===== src/rtl/mul_pkg.sv =====
// ---------------------------------------------------------------------------
// mul_pkg
// Shared definitions for the decimal-digit-stream to binary rebuilder.
//   state_t   : controller states (IDLE, MUL1, MUL2, DONE)
//   DIGIT_MAX : largest legal decimal digit; larger digits are clamped to it
//   SAT_MAX   : value the 8-bit result saturates at
//   ACC_W     : width of the intermediate shift-add datapath
// ---------------------------------------------------------------------------
package mul_pkg;

    typedef enum logic [1:0] {
        IDLE = 2'd0,
        MUL1 = 2'd1,
        MUL2 = 2'd2,
        DONE = 2'd3
    } state_t;

    localparam logic [3:0] DIGIT_MAX = 4'd9;
    localparam logic [7:0] SAT_MAX   = 8'd255;
    localparam int         ACC_W     = 12;

    // Clamp an incoming digit into the legal decimal range.
    function automatic logic [3:0] clamp_digit(input logic [3:0] d);
        return (d > DIGIT_MAX) ? DIGIT_MAX : d;
    endfunction

endpackage


===== src/rtl/mul_10_step.sv =====
// ---------------------------------------------------------------------------
// mul_10_step
// Combinational shift-add datapath for one acc = acc*10 + digit step.
// The multiply is split over two cycles by the controller: first the
// acc<<3 term is produced and registered, then it is added to acc<<1 and
// the digit.
//   i_acc   : current 8-bit accumulator
//   i_digit : clamped digit (0..9)
//   i_t     : registered acc<<3 term from the previous cycle
//   o_t     : acc<<3 term, to be registered by the controller
//   o_sat   : new accumulator value, saturated to SAT_MAX
//   o_ovf   : the unsaturated sum exceeded SAT_MAX
// ---------------------------------------------------------------------------
module mul_10_step
    import mul_pkg::*;
(
    input  logic [7:0]       i_acc,
    input  logic [3:0]       i_digit,
    input  logic [ACC_W-1:0] i_t,
    output logic [ACC_W-1:0] o_t,
    output logic [7:0]       o_sat,
    output logic             o_ovf
);

    logic [ACC_W-1:0] w_acc_ext;
    logic [ACC_W-1:0] w_sum;

    assign w_acc_ext = {{(ACC_W-8){1'b0}}, i_acc};
    assign o_t       = w_acc_ext << 3;

    // Worst case 255*10 + 9 = 2559 fits comfortably in ACC_W bits.
    assign w_sum = i_t + (w_acc_ext << 1) + {{(ACC_W-4){1'b0}}, i_digit};

    assign o_ovf = (w_sum > {{(ACC_W-8){1'b0}}, SAT_MAX});
    assign o_sat = o_ovf ? SAT_MAX : w_sum[7:0];

endmodule


===== src/rtl/mul_acc_10.sv =====
// ---------------------------------------------------------------------------
// mul_acc_10
// Rebuilds a binary value from a most-significant-first decimal digit
// stream (acc = acc*10 + digit), saturating at 255.  Each digit takes three
// cycles: accept (IDLE), shift term (MUL1), add/update (MUL2).  After the
// digit flagged last, the result is held in DONE until the consumer takes it.
//   clk       : system clock, rising edge
//   rst       : asynchronous active-high reset
//   in_valid  : digit offered
//   in_ready  : digit accepted this cycle (IDLE only)
//   in_digit  : decimal digit; values above 9 are clamped and flagged
//   in_last   : digit is the final one of the number
//   out_valid : result held (DONE)
//   out_ready : consumer takes the result
//   out       : reconstructed value, saturated to 255
//   out_ovf   : value exceeded 255 at some step
//   out_err   : at least one digit was greater than 9
// ---------------------------------------------------------------------------
module mul_acc_10
    import mul_pkg::*;
(
    input  logic       clk,
    input  logic       rst,
    input  logic       in_valid,
    output logic       in_ready,
    input  logic [3:0] in_digit,
    input  logic       in_last,
    output logic       out_valid,
    input  logic       out_ready,
    output logic [7:0] out,
    output logic       out_ovf,
    output logic       out_err
);

    state_t           r_state;
    logic [7:0]       r_acc;
    logic [ACC_W-1:0] r_t;
    logic [3:0]       r_digit;
    logic             r_last;
    logic             r_ovf;
    logic             r_err;

    logic [ACC_W-1:0] w_t;
    logic [7:0]       w_sat;
    logic             w_ovf;

    mul_10_step u_step (
        .i_acc   (r_acc),
        .i_digit (r_digit),
        .i_t     (r_t),
        .o_t     (w_t),
        .o_sat   (w_sat),
        .o_ovf   (w_ovf)
    );

    always_ff @(posedge clk or posedge rst) begin
        if (rst) begin
            r_state <= IDLE;
            r_acc   <= 8'd0;
            r_t     <= '0;
            r_digit <= 4'd0;
            r_last  <= 1'b0;
            r_ovf   <= 1'b0;
            r_err   <= 1'b0;
        end else begin
            case (r_state)
                IDLE: begin
                    if (in_valid) begin
                        r_digit <= clamp_digit(in_digit);
                        r_last  <= in_last;
                        if (in_digit > DIGIT_MAX) begin
                            r_err <= 1'b1;
                        end
                        r_state <= MUL1;
                    end
                end
                MUL1: begin
                    r_t     <= w_t;
                    r_state <= MUL2;
                end
                MUL2: begin
                    // Once saturated, acc*10 always exceeds the limit again,
                    // so the result stays pinned at SAT_MAX.
                    r_acc <= w_sat;
                    if (w_ovf) begin
                        r_ovf <= 1'b1;
                    end
                    r_state <= r_last ? DONE : IDLE;
                end
                DONE: begin
                    if (out_ready) begin
                        r_acc   <= 8'd0;
                        r_ovf   <= 1'b0;
                        r_err   <= 1'b0;
                        r_state <= IDLE;
                    end
                end
                default: r_state <= IDLE;
            endcase
        end
    end

    // in_ready is gated by rst so it drops immediately while reset is held.
    assign in_ready  = (r_state == IDLE) && !rst;
    assign out_valid = (r_state == DONE);
    assign out       = out_valid ? r_acc : 8'd0;
    assign out_ovf   = out_valid ? r_ovf : 1'b0;
    assign out_err   = out_valid ? r_err : 1'b0;

endmodule

===== config.mk =====
export PLATFORM = sky130hd
export DESIGN_NAME = mul_acc_10
export DESIGN_NICKNAME = d
export VERILOG_FILES = /design/src/rtl/mul_pkg.sv /design/src/rtl/mul_10_step.sv /design/src/rtl/mul_acc_10.sv
export SDC_FILE = /design/constraint.sdc
export NUM_CORES = 1
export LEC_CHECK = 0
export CORE_ASPECT_RATIO = 0.9
export CORE_MARGIN = 2
export CORE_UTILIZATION = 59
export DETAILED_ROUTE_END_ITERATION = 12
export GPL_TIMING_DRIVEN = 0
export PLACE_DENSITY = 0.84
export SYNTH_ARGS = -nofsm -noshare
export SYNTH_HDL_FRONTEND = slang
export SYNTH_SLANG_ARGS = --single-unit

===== constraint.sdc =====
create_clock -name clk -period 7.64 [get_ports clk]
set_clock_uncertainty 0.05 [all_clocks]
set_input_delay 1.146 -clock clk [delete_from_list [all_inputs] [get_ports clk]]
set_output_delay 1.146 -clock clk [all_outputs]
set_load 0.02 [all_outputs]

==> metrics list <==
- Core ar.: roughly 2700 sq um
* Mux share of post-synthesis cell area: 0.07413
* Diode count: 0
- Final Instance Count excl. Fillers: 223
* Depth of the most critical reg-to-reg path: 7
- Inserted Clock Buffers: 3
- Among all flip-flop cells after synthesis, the most frequent one is dfrtp_1.
* Critical Path End Type: output port
- In the final routed layout, each cell accounts on average for around 17 microns.
- Timing-limited maximum frequency: around 280 MHz
- Number of DRC markers after the initial detailed-route iteration: between 80 and 90
- The final layout contains between 200 and 250 nets.
* Count of buffers from port buffering: 20
- After clock tree synthesis, the clock-pin slew on the worst setup and hold paths is around 150 ps.
- Final setup viols: 0
* Fin crit period: between 3000 and 4000 ps
- In this run, synthesis inferred 0 flip-flops with an integrated enable.
* Met2 layer wire length in the routed design: approximately 1900 microns
- Sequential element share of the synthesized area: 0.3782
- Top Metal Used: met4
* Fraction of layout cells with a size suffix above 1: 0.09845
- The detailed router placed roughly 1400 vias in this run.
- The worst setup path is of the in2out kind.
* Num Clock Sinks: 25
- The library cells used most frequently in the layout, excluding fill and tap cells, are dfrtp_1 (25), clkdlybuf4s50_1 (20), a21oi_1 (19).
- Most common cell after layout, fill and taps aside: dfrtp_1
- Max-Slew Margin vs Limit: 0.3681
* Global-route wire length before repair: 6154 microns
- At the worst endpoint, the arrival time is around 2300 ps.
* Required time of the worst setup path: 6440 ps
- Clk Latency, worst-skew pair: ~320 ps
- Share of the synthesized area in compound gates (AO/OA/AOI/OAI): 0.1823
* Synth Area in XOR/XNOR: 0.01059
* Number of slew-limit violations in the final report: 0
- CTS built an H-tree with a depth of 1.
* Hold Path Cell Cnt: 2
- Max-cap violation count: 0
* Final Hold Violating Endpoints: 0
- At the placement stage, the worst setup path has a slack of 4116 ps.
- STA classifies the critical path startpoint as an input pin.
- Status: finished clean
- Post-detail-place hpwl: approximately 2900 microns
- The layout has between 200 and 250 filler cells.
- Asr flop ratio synth: 1.000
* Via-per-instance ratio: 6.296
- In the routed design, unresolved DRC markers number 0.
- Total of flip-flops plus latches after synthesis: 25
- Clock tree from TritonCTS: yes
- Critical Path Fanout Max: 2
- After layout, the worst setup slack is 4110 ps.
- Hold buffer count at CTS: 0
- Cell area after synthesis: around 1700 sq um
- Post-Syn Nets: approximately 200
* Post-Route WL: about 3800 microns
- The area growth from synthesis to layout is 16.04%.
- Die X-Extent: 59.81 microns
- No sink is reached through more buffers than the 2 on the longest clock path.
* Initial cell density of the core: 0.6120
- The min-delay analysis places its worst path in the category reg2reg.
- The number of gates resized after CTS was 0.
- In the detailed route, the total length drawn on met3 is 196 microns.
- Routability Congestion: 0.8802
- In the final timing run, aggregate negative setup slack is 0 ps.
* Final clock period utilization by the worst path: 0.4621
- Dominant combinational cell family by area after synthesis: simple AND/OR/NAND/NOR gates
* Die Y: ~54 microns
- Per-instance average area after synthesis: around 9.8 sq um
- The count of nets left with antenna violations once routing finished came out at 0.
- Of the total synthesized cell area, the portion taken by full adders, half adders and majority gates is 0.1377.
* Initial antenna violation count: 0
- Post-synthesis instance total: around 170
- The number of different library cells used by synthesis comes to 39.
- Entering global routing, the biggest net connects 26 pins.
- In this run the post-CTS setup repair buffer count came out at 0.
- Setup repair after global routing left no endpoint under its margin.
* Global Route Usage Sum: 0.2520
- Floorplan die area: between 3000 and 4000 sq um
* Routed length on met1: between 1500 and 2000 microns
- DRT Pass-1 Iters: 6
* Num rows: 18
* Number of warnings reported in the yosys synthesis log: 0
- Of the total synthesized cell area, the portion taken by AND, OR, NAND and NOR gates is 0.1868.
- Clk Tree Root Cell: clkbuf_4
* Number of global-route vias before repair: roughly 1300
- Total gr overflow: 0
- For the pin with the worst max-slew slack, the measured transition is around 950 ps.
- 21 I/O pins were placed.
- Counting tap cells, the placed design contains a total of around 220 instances.
[worst max-delay path, cell delays in order]
cell and delay [ps]:
clkdlybuf4s50_1 430, nor3_1 130, clkdlybuf4s50_1 620
[stage by stage]
stage	hold slack, ps	cell area (sq um)	utilization
finish	465.2	1919	0.7102
detailed placement	430.9	1892	0.7000
global route	506.5	1919	0.7102
floorplan	400.6	1654	-
CTS	462.5	1919	0.7102
global placement	420.5	1892	0.7000
[cell type report]
cell class | instances | area [sq um] | area share
plain buffers | 8 | 38.79 | 0.02021
clock buffers | 3 | 22.52 | 0.01173
clock inverters | 1 | 5.005 | 0.002608
inverters | 3 | 11.26 | 0.005867
multi-input cells | 133 | 978.4 | 0.5098
flip-flops and latches | 25 | 625.6 | 0.3259
well taps | 30 | 37.54 | 0.01956
repair buffers | 20 | 200.2 | 0.1043
[flip-flops by register name, summed over array words and instances (netlist names)]
| name | flops |
|---|---|
| r_acc | 8 |
| r_digit | 4 |
| r_err | 1 |
| r_last | 1 |
| r_ovf | 1 |
| r_state | 2 |
| r_t | 8 |
[final timing paths]
check,from,endpoint,slack (ps)
setup / recovery,rst,in_ready,4110
hold / removal,r_digit[2],r_digit[2],470
setup reg to reg,r_acc[2],r_acc[6],4350
hold reg to reg,r_digit[2],r_digit[2],470
max in group asynchronous,rst,r_t[5],5630
min in group asynchronous,rst,r_state[1],1310
[per-layer routing]
layer | up-vias | GRT usage
li1 | 681 | -
met1 | 670 | 0.3328
met2 | 47 | 0.4275
met3 | 6 | 0.04255
met4 | 0 | 0.07407
met5 | - | 0
[Yosys cell counts, types with 4 or more instances]
cell type,n,area [sq um]
dfrtp_1,25,625.6
a21oi_1,19,95.09
ha_1,15,187.7
and3_1,14,87.58
nand2_1,12,45.04
mux2_2,10,112.6
nor2_1,7,26.28
a31oi_1,6,37.54
o21ai_0,6,30.03
a211oi_1,5,37.54
clkbuf_1,5,18.77
nand2b_1,4,25.02
nor3_1,4,20.02
[cells by family (layout without fill, tap and decap cells)]
family	count (synthesis)	in the layout
XOR/XNOR	2	2
flip-flops	25	25
buffers and inverters	11	35
AO/OA/AOI/OAI	49	49
multiplexers	11	11
AND/OR/NAND/NOR	54	54
adder cells (fa/ha/maj)	17	17
Power is not shown: default switching activity piles up to over one toggle a cycle in this logic, so the estimate is an artifact.
